<file path="src/rtl/dlsc_pcie_s6_inbound_dispatch_pkg.sv">
// Shared types and helpers for the inbound request dispatcher: FSM state encoding
// and the PCIe length decode (a length field of 0 means 1024 DW).
package dlsc_pcie_s6_inbound_dispatch_pkg;

  typedef enum logic [2:0] {
    ST_IDLE    = 3'd0,
    ST_WR      = 3'd1,
    ST_RD_WAIT = 3'd2,
    ST_RD      = 3'd3,
    ST_NP_WAIT = 3'd4
  } dispatch_state_t;

  function automatic logic [10:0] decode_len(input logic [9:0] len);
    return (len == 10'd0) ? 11'd1024 : {1'b0, len};
  endfunction

endpackage

</file>
<file path="src/rtl/dlsc_pcie_s6_outstanding_ctr.sv">
// Up/down counter of in-flight requests with a hard ceiling and a sticky underflow flag.
module dlsc_pcie_s6_outstanding_ctr #(
  parameter int MAX = 16,
  parameter int W   = $clog2(MAX) + 1
) (
  input  logic         clk,
  input  logic         rst,
  input  logic         inc_i,
  input  logic         dec_i,
  output logic [W-1:0] count_o,
  output logic         full_o,
  output logic         err_o
);

  logic [W-1:0] count_q, count_d;
  logic         err_q, err_d;

  assign full_o  = (count_q == W'(MAX));
  assign count_o = count_q;
  assign err_o   = err_q;

  // A simultaneous issue and retire cancel out, even when the count is zero.
  always_comb begin
    count_d = count_q;
    err_d   = err_q;
    if (inc_i && !dec_i && !full_o) begin
      count_d = count_q + W'(1);
    end else if (dec_i && !inc_i) begin
      if (count_q == '0) err_d = 1'b1;
      else               count_d = count_q - W'(1);
    end
  end

  always_ff @(posedge clk) begin
    if (rst) begin
      count_q <= '0;
      err_q   <= 1'b0;
    end else begin
      count_q <= count_d;
      err_q   <= err_d;
    end
  end

endmodule

</file>
<file path="src/rtl/dlsc_pcie_s6_inbound_dispatch.sv">
// Orders parsed inbound request headers onto write/read command channels: reads wait for
// all earlier writes, non-posted writes drain completely before the next header is taken.
module dlsc_pcie_s6_inbound_dispatch
  import dlsc_pcie_s6_inbound_dispatch_pkg::*;
#(
  parameter int ADDR       = 32,
  parameter int MAX_WRITES = 16,
  parameter int MAX_READS  = 4
) (
  input  logic                         clk,
  input  logic                         rst,
  output logic                         tlp_h_ready,
  input  logic                         tlp_h_valid,
  input  logic                         tlp_h_np,
  input  logic                         tlp_h_write,
  input  logic                         tlp_h_mem,
  input  logic [ADDR-1:2]              tlp_h_addr,
  input  logic [9:0]                   tlp_h_len,
  input  logic [3:0]                   tlp_h_be_first,
  input  logic [3:0]                   tlp_h_be_last,
  input  logic                         wr_cmd_ready,
  output logic                         wr_cmd_valid,
  output logic [ADDR-1:2]              wr_cmd_addr,
  output logic [10:0]                  wr_cmd_len,
  output logic [3:0]                   wr_cmd_be_first,
  output logic [3:0]                   wr_cmd_be_last,
  output logic                         wr_cmd_np,
  input  logic                         wr_done,
  input  logic                         rd_cmd_ready,
  output logic                         rd_cmd_valid,
  output logic [ADDR-1:2]              rd_cmd_addr,
  output logic [10:0]                  rd_cmd_len,
  output logic [3:0]                   rd_cmd_be_first,
  output logic [3:0]                   rd_cmd_be_last,
  output logic                         rd_cmd_mem,
  input  logic                         rd_done,
  output logic [$clog2(MAX_WRITES):0]  wr_outstanding,
  output logic [$clog2(MAX_READS):0]   rd_outstanding,
  output logic                         err,
  output dispatch_state_t              dbg_state
);

  localparam int WW = $clog2(MAX_WRITES) + 1;
  localparam int RW = $clog2(MAX_READS) + 1;

  // Handshakes: a transfer happens on a clock edge where valid and ready are both high;
  // once valid rises it stays high with an unchanged payload until that edge.
  dispatch_state_t state_q, state_d;
  logic            ready_q;
  logic [ADDR-1:2] addr_q;
  logic [10:0]     len_q;
  logic [3:0]      be_first_q, be_last_q;
  logic            np_q, mem_q;
  logic            wr_full, rd_full, wr_empty, wr_issue, rd_issue, wr_err, rd_err;

  assign tlp_h_ready  = ready_q;
  assign dbg_state    = state_q;
  assign wr_empty     = (wr_outstanding == '0);
  assign wr_cmd_valid = (state_q == ST_WR) && !wr_full;
  assign rd_cmd_valid = (state_q == ST_RD);
  assign wr_issue     = wr_cmd_valid && wr_cmd_ready;
  assign rd_issue     = rd_cmd_valid && rd_cmd_ready;
  assign err          = wr_err | rd_err;

  assign wr_cmd_addr     = addr_q;
  assign wr_cmd_len      = len_q;
  assign wr_cmd_be_first = be_first_q;
  assign wr_cmd_be_last  = be_last_q;
  assign wr_cmd_np       = np_q;
  assign rd_cmd_addr     = addr_q;
  assign rd_cmd_len      = len_q;
  assign rd_cmd_be_first = be_first_q;
  assign rd_cmd_be_last  = be_last_q;
  assign rd_cmd_mem      = mem_q;

  always_comb begin
    state_d = state_q;
    case (state_q)
      ST_IDLE:    if (tlp_h_valid && tlp_h_ready) state_d = tlp_h_write ? ST_WR : ST_RD_WAIT;
      ST_WR:      if (wr_issue) state_d = np_q ? ST_NP_WAIT : ST_IDLE;
      ST_RD_WAIT: if (wr_empty && !rd_full) state_d = ST_RD;
      ST_RD:      if (rd_issue) state_d = ST_IDLE;
      ST_NP_WAIT: if (wr_empty) state_d = ST_IDLE;
      default:    state_d = ST_IDLE;
    endcase
  end

  // Header ready is registered so it stays low for the first cycle out of reset.
  always_ff @(posedge clk) begin
    if (rst) begin
      state_q    <= ST_IDLE;
      ready_q    <= 1'b0;
      addr_q     <= '0;
      len_q      <= '0;
      be_first_q <= '0;
      be_last_q  <= '0;
      np_q       <= 1'b0;
      mem_q      <= 1'b0;
    end else begin
      state_q <= state_d;
      ready_q <= (state_d == ST_IDLE);
      if (state_q == ST_IDLE && tlp_h_valid && tlp_h_ready) begin
        addr_q     <= tlp_h_addr;
        len_q      <= decode_len(tlp_h_len);
        be_first_q <= tlp_h_be_first;
        be_last_q  <= (tlp_h_len == 10'd1) ? 4'h0 : tlp_h_be_last;
        np_q       <= tlp_h_np;
        mem_q      <= tlp_h_mem;
      end
    end
  end

  dlsc_pcie_s6_outstanding_ctr #(.MAX(MAX_WRITES), .W(WW)) u_wr_ctr (
    .clk     (clk),
    .rst     (rst),
    .inc_i   (wr_issue),
    .dec_i   (wr_done),
    .count_o (wr_outstanding),
    .full_o  (wr_full),
    .err_o   (wr_err)
  );

  dlsc_pcie_s6_outstanding_ctr #(.MAX(MAX_READS), .W(RW)) u_rd_ctr (
    .clk     (clk),
    .rst     (rst),
    .inc_i   (rd_issue),
    .dec_i   (rd_done),
    .count_o (rd_outstanding),
    .full_o  (rd_full),
    .err_o   (rd_err)
  );

endmodule

</file>
<file path="config.mk">
export PLATFORM = sky130hd
export DESIGN_NAME = dlsc_pcie_s6_inbound_dispatch
export DESIGN_NICKNAME = d
export VERILOG_FILES = /design/src/rtl/dlsc_pcie_s6_inbound_dispatch_pkg.sv /design/src/rtl/dlsc_pcie_s6_outstanding_ctr.sv /design/src/rtl/dlsc_pcie_s6_inbound_dispatch.sv
export SDC_FILE = /design/constraint.sdc
export NUM_CORES = 1
export LEC_CHECK = 0
export CAP_MARGIN = 20
export CORE_AREA = 2 2 89 91
export CTS_CLUSTER_SIZE = 30
export DETAILED_ROUTE_END_ITERATION = 6
export DIE_AREA = 0 0 91 93
export PLACE_DENSITY = 0.84
export SETUP_SLACK_MARGIN = 0.02
export SLEW_MARGIN = 10
export SYNTH_ARGS = -nofsm -noshare
export SYNTH_HDL_FRONTEND = slang
export SYNTH_SLANG_ARGS = --single-unit
</file>
<file path="constraint.sdc">
create_clock -name clk -period 4.8 [get_ports clk]
set_input_delay 1.2 -clock clk [delete_from_list [all_inputs] [get_ports clk]]
set_output_delay 1.2 -clock clk [all_outputs]
set_load 0.03 [all_outputs]
</file>
# After elaboration in Yosys (flattened, before gate mapping)
# Index checks and enable logic that the tools add are counted.
# W data, S select, Z words.
word_totals:
  elab_cells: 74
  regBits: 65
  output_inout_bits: 115
  in_bits: 58
classes:
  n_reduce_logical: 30
  bitwise: 3
  n_eq_ne: 9
  n_mux: 16
  n_addsub: 4
op_table:
  columns: ["operator", "count"]
  rows:
  - ["$mux W3", 9]
  - ["$mux W5", 3]
  - ["$pmux W3 S5", 1]
  - ["$logic_and A1 B1 Y1", 13]
  - ["$mux W11", 1]
  - ["$eq A10 B1 Y1 const B", 1]
  - ["$logic_not A10 Y1", 1]
  - ["$logic_not A3 Y1", 3]
  - ["$eq A3 B2 Y1 const B", 2]
  - ["$eq A3 B3 Y1 const B", 2]
  - ["$logic_not A1 Y1", 6]
  - ["$reduce_and A3 Y1", 2]
  - ["$add A5 B1 Y5 const B", 1]
  - ["$eq A5 B5 Y1 const B", 1]
  - ["$logic_not A5 Y1", 1]
  - ["$sub A5 B1 Y5 const B", 1]
  - ["$mux W4", 1]
  - ["$ne A2 B1 Y1 const B", 2]
  - ["$reduce_and A2 Y1", 2]
  - ["$reduce_bool A2 Y1", 2]
  - ["$add A3 B1 Y3 const B", 1]
  - ["$eq A3 B1 Y1 const B", 1]
  - ["$sub A3 B1 Y3 const B", 1]
  - ["$mux W2", 1]
  - ["2 further kinds", 3]

# Logic depth before layout (Yosys ltp)
depth:
  ltp_word: 8
  mapped_depth: 10

# Modules after synthesis
# From an unflattened synthesis, not the netlist that was laid out.
hier_totals:
  hier_cells: 368
  hier_area_um2: 3110.5
modules_own_cells:
  columns: ["mod", "cells_each", "n_inst", "seq_area_each_um2", "area_per_inst_um2"]
  rows:
  - ["dlsc_pcie_s6_inbound_dispatch", 297, 1, 1101.1, 2407.3]
  - ["dlsc_pcie_s6_outstanding_ctr at u_wr_ctr", 45, 1, 120.1, 449.2]
  - ["dlsc_pcie_s6_outstanding_ctr at u_rd_ctr", 26, 1, 80.1, 254.0]

# Worst setup path after synthesis
# OpenSTA, ideal clock, no wires.
synth_path:
  kind: "input to register"
  startpoint: "input wr_cmd_ready"
  endpoint: "register u_wr_ctr.count_q[4], in the netlist u_wr_ctr.count_o[4]"
  setup_slack_ps: 1860
  setup_ps: 130
  t_arrival_ps: 2810
  path_buffers: 0
  t_required_ps: 4670
  stages: 9
  path_cell_list: "nand4bb_1 a211oi_2 xnor2_1 ha_1 o31a_1 nor3b_1 and2_1 a21o_1 a21oi_1"
synth_via:
  elab_chain_len: 5
  word_cells_on_any_way: 9
synth_rtl:
  columns: ["element", "line_no", "text"]
  rows:
  - ["start: declaration", "dlsc_pcie_s6_inbound_dispatch.sv:21", "input logic wr_cmd_ready,"]
  - ["$logic_and A1 B1 Y1 (*)", "dlsc_pcie_s6_inbound_dispatch.sv:61", "assign wr_issue = wr_cmd_valid && wr_cmd_ready;"]
  - ["$logic_and A1 B1 Y1 or $logic_not A1 Y1 (tied branches)", "dlsc_pcie_s6_outstanding_ctr.sv:26, dlsc_pcie_s6_outstanding_ctr.sv:28", null]
  - ["$logic_and A1 B1 Y1 (on tied branches)", "dlsc_pcie_s6_outstanding_ctr.sv:26, dlsc_pcie_s6_outstanding_ctr.sv:28", null]
  - ["$ne A2 B1 Y1 (no source line) or $reduce_bool A2 Y1 (tied branches)", null, null]
  - ["$reduce_and A2 Y1 (no source line)", null, null]
  - ["end signal: assignment", "dlsc_pcie_s6_outstanding_ctr.sv:39", "count_q <= count_d;"]
  - ["end: declaration", "dlsc_pcie_s6_outstanding_ctr.sv:15", "logic [W-1:0] count_q, count_d;"]
# Every way passes the cells marked *; elsewhere a longest branch is shown, timed or not.
# A chain may end at the register's enable or synchronous reset.

# Worst setup path in the final report
# Ends and elaborated chain as after synthesis.

==> metrics.cfg <==
[cts]
cts-root-buf = clkbuf_8
htree_levels = 3
clock_path_buffers = 2
clk_pin_slew_worst_paths_ps = 70
ctsResizeCount = 0
insertion_delay_ps = 330
tritoncts = yes
postCtsHoldBufs = 0
cts_buffers = 9
cts_setup_buffers = 0
cts.sinks = 65

[finish]
fillers = 648
fin_nets = 561
final_cell_count_no_fill = 607
drive_above_1_share_pct = 5.54
final_common_cell = clkdlybuf4s50_1
area_growth_pct = 54.9
final_cell_mix = 171 x clkdlybuf4s50_1, 100 x nand2_1, 65 x dfxtp_1
num_antenna_cells = 0

[floorplan]
fp.dieW_um = 91
dieArea_um2 = 8460
start_util_pct = 40.0
core-area_um2 = 7530
io_pins = 173
die_h_um = 93
num_rows = 32

[timing]
grt_setup_unrepaired = false
report.final.slew_viol_count = 0
fin_ws_ps = 1320
finalCritPeriodShare_pct = 72.5
fin_setup_tns_ps = 0
slew-limit-headroom_pct = 54.4
tightest_slew_ps = 683
setup_viol = 0
clock.fmax_mhz = 287
fin_crit_ps = 3480
whs_ps = 460
hold_viol = 0
clock_skew_ps = 13.7

[route]
drc = 0
dr.pass1.iters = 4
dr.first_iter.drc_count = 70
routedWlPerCell_um = 14.2
drt_wl_total_um = 8650
viasPerCell = 4.94
ant_nets = 0
vias = 3000

[power]
peakVddDrop_mv = 0.376
powerDensity_nw_per_um2 = 434
power.total_uw = 2020
leakagePower_uw = 0.00167

[synth]
synthDistinctLibCells = 44
yosysTopAreaCell = dfxtp_1
ys_warn_count = 0
synth_fp_nets = 445
async_reset_ff_share_pct = 0
synth_area_leaders = dfxtp_1 43%, nand2_1 13%, buf_4 12%, a21oi_1 9.3%, nor2_1 3.2%
syn_avg_cell_area_um2 = 7.85
ys.flop_type = dfxtp_1
synth-seq-area-share_pct = 43.2
synth_edf_count = 0
ys_ff_latch = 65
netlist_area_um2 = 3010
synth_top_area_share_pct = 43.2
syn_inst = 384

[grt]
grt_pass1_wl_um = 13300
grt_overflow = 0
antenna_found_initial = 0
grt_usage_pct = 19.4
grt_pass1_vias = 2802
grt_max_degree = 66

[worst_setup_path]
crit_type = input pin to register
crit_path_end_kind = register
cp_data_arrival_time_ps = 3680
r2r_cells = 9
required_ps = 5010
crit_fanout = 7
start_kind = input pin

[placement]
place_congestion = 0.872
dp_cells = 591
numPortBuffers = 172
dp_hpwl_um = 6380
pre_cts_ws_ps = 1030

[run]
cap_viol_max_count = 0

[hold_path]
min_path_cells = 2
min_path_type = register to register

[status]
status = finished clean

-- worst paths after layout --
path | end | slack (ps) | from
max | u_wr_ctr.count_o[4] | 1320 | wr_cmd_ready
min reg2reg | rd_cmd_mem | 460 | rd_cmd_mem
max reg2reg | u_wr_ctr.count_o[4] | 2130 | dbg_state[0]
min | rd_cmd_mem | 460 | rd_cmd_mem
-- Yosys cell counts, types with 2 or more instances --
library cell,n
inv_1,4
a21o_1,2
xor2_1,2
nand3b_1,2
nor3_1,6
a31oi_1,3
a22oi_1,4
nor4_1,3
nand2_1,101
xnor2_1,4
nor2_1,26
ha_1,2
a211oi_1,3
and4b_1,2
buf_2,2
clkbuf_1,19
o31ai_1,2
buf_4,49
dfxtp_1,65
o21ai_0,3
o22ai_1,2
a21oi_1,56
-- per-layer routing --
layer  global-route usage, %  wire (um)  vias to the layer above  part of all wire, %
met4                    8.59        138                        0                  1.6
met2                    33.8       4320                      136                   50
li1                        -          -                     1459                    -
met1                    22.4       3620                     1392                   42
met3                    5.16        569                       13                  6.6
met5                       0          0                        -                    0
-- cell type report --
cell class | instances | area [um2] | share of cell area [%]
clock buffer | 11 | 151 | 3.24
clock inverter | 5 | 77.6 | 1.66
inverter | 4 | 15.0 | 0.322
multi-input combinational | 243 | 1240 | 26.5
sequential | 65 | 1300 | 27.9
tap | 102 | 128 | 2.74
timing repair buffer | 177 | 1750 | 37.6
-- power by group --
| group | switching [uW] | internal [uW] |
|---|---|---|
| logic | 444 | 366 |
| clock network | 205 | 319 |
| registers | 83.5 | 607 |
| total | 733 | 1290 |
-- worst max-delay path, cell delays in order --
cell and delay [ps]:
clkdlybuf4s50_1 520, nand4bb_1 280, a211oi_2 460, xnor2_1 110, ha_1 230, o31a_1 260, nor3b_1 240, and2_1 210
a21o_1 110, a21oi_1 60
-- state kept, by name, summed over array words and instances, names as in the netlist --
signal            flops
dbg_state             3
rd_cmd_addr          30
rd_cmd_be_first       4
rd_cmd_be_last        4
rd_cmd_len           11
rd_cmd_mem            1
tlp_h_ready           1
u_rd_ctr.count_o      3
u_rd_ctr.err_o        1
u_wr_ctr.count_o      5
u_wr_ctr.err_o        1
wr_cmd_np             1
-- through the flow --
step	utilization (%)	instance area, um2
finish	62.0	4670
CTS	62.0	4670
global route	62.0	4670
detailed placement	58.9	4440
global placement	58.9	4440
floorplan	-	3010
-- cells by family after synthesis --
group                      Yosys count  synth area share (%)
AOI/OAI and AO/OA                   80                  15.1
xor gates and xnor gates             6                  1.74
adders and majority gates            3                  1.49
buffers and inverters               76                  15.9
DFF                                 65                  43.2
muxes                                2                 0.830
and+or+nand+nor                    152                  21.7
No activity file was read; power rests on OpenSTA's default activity.
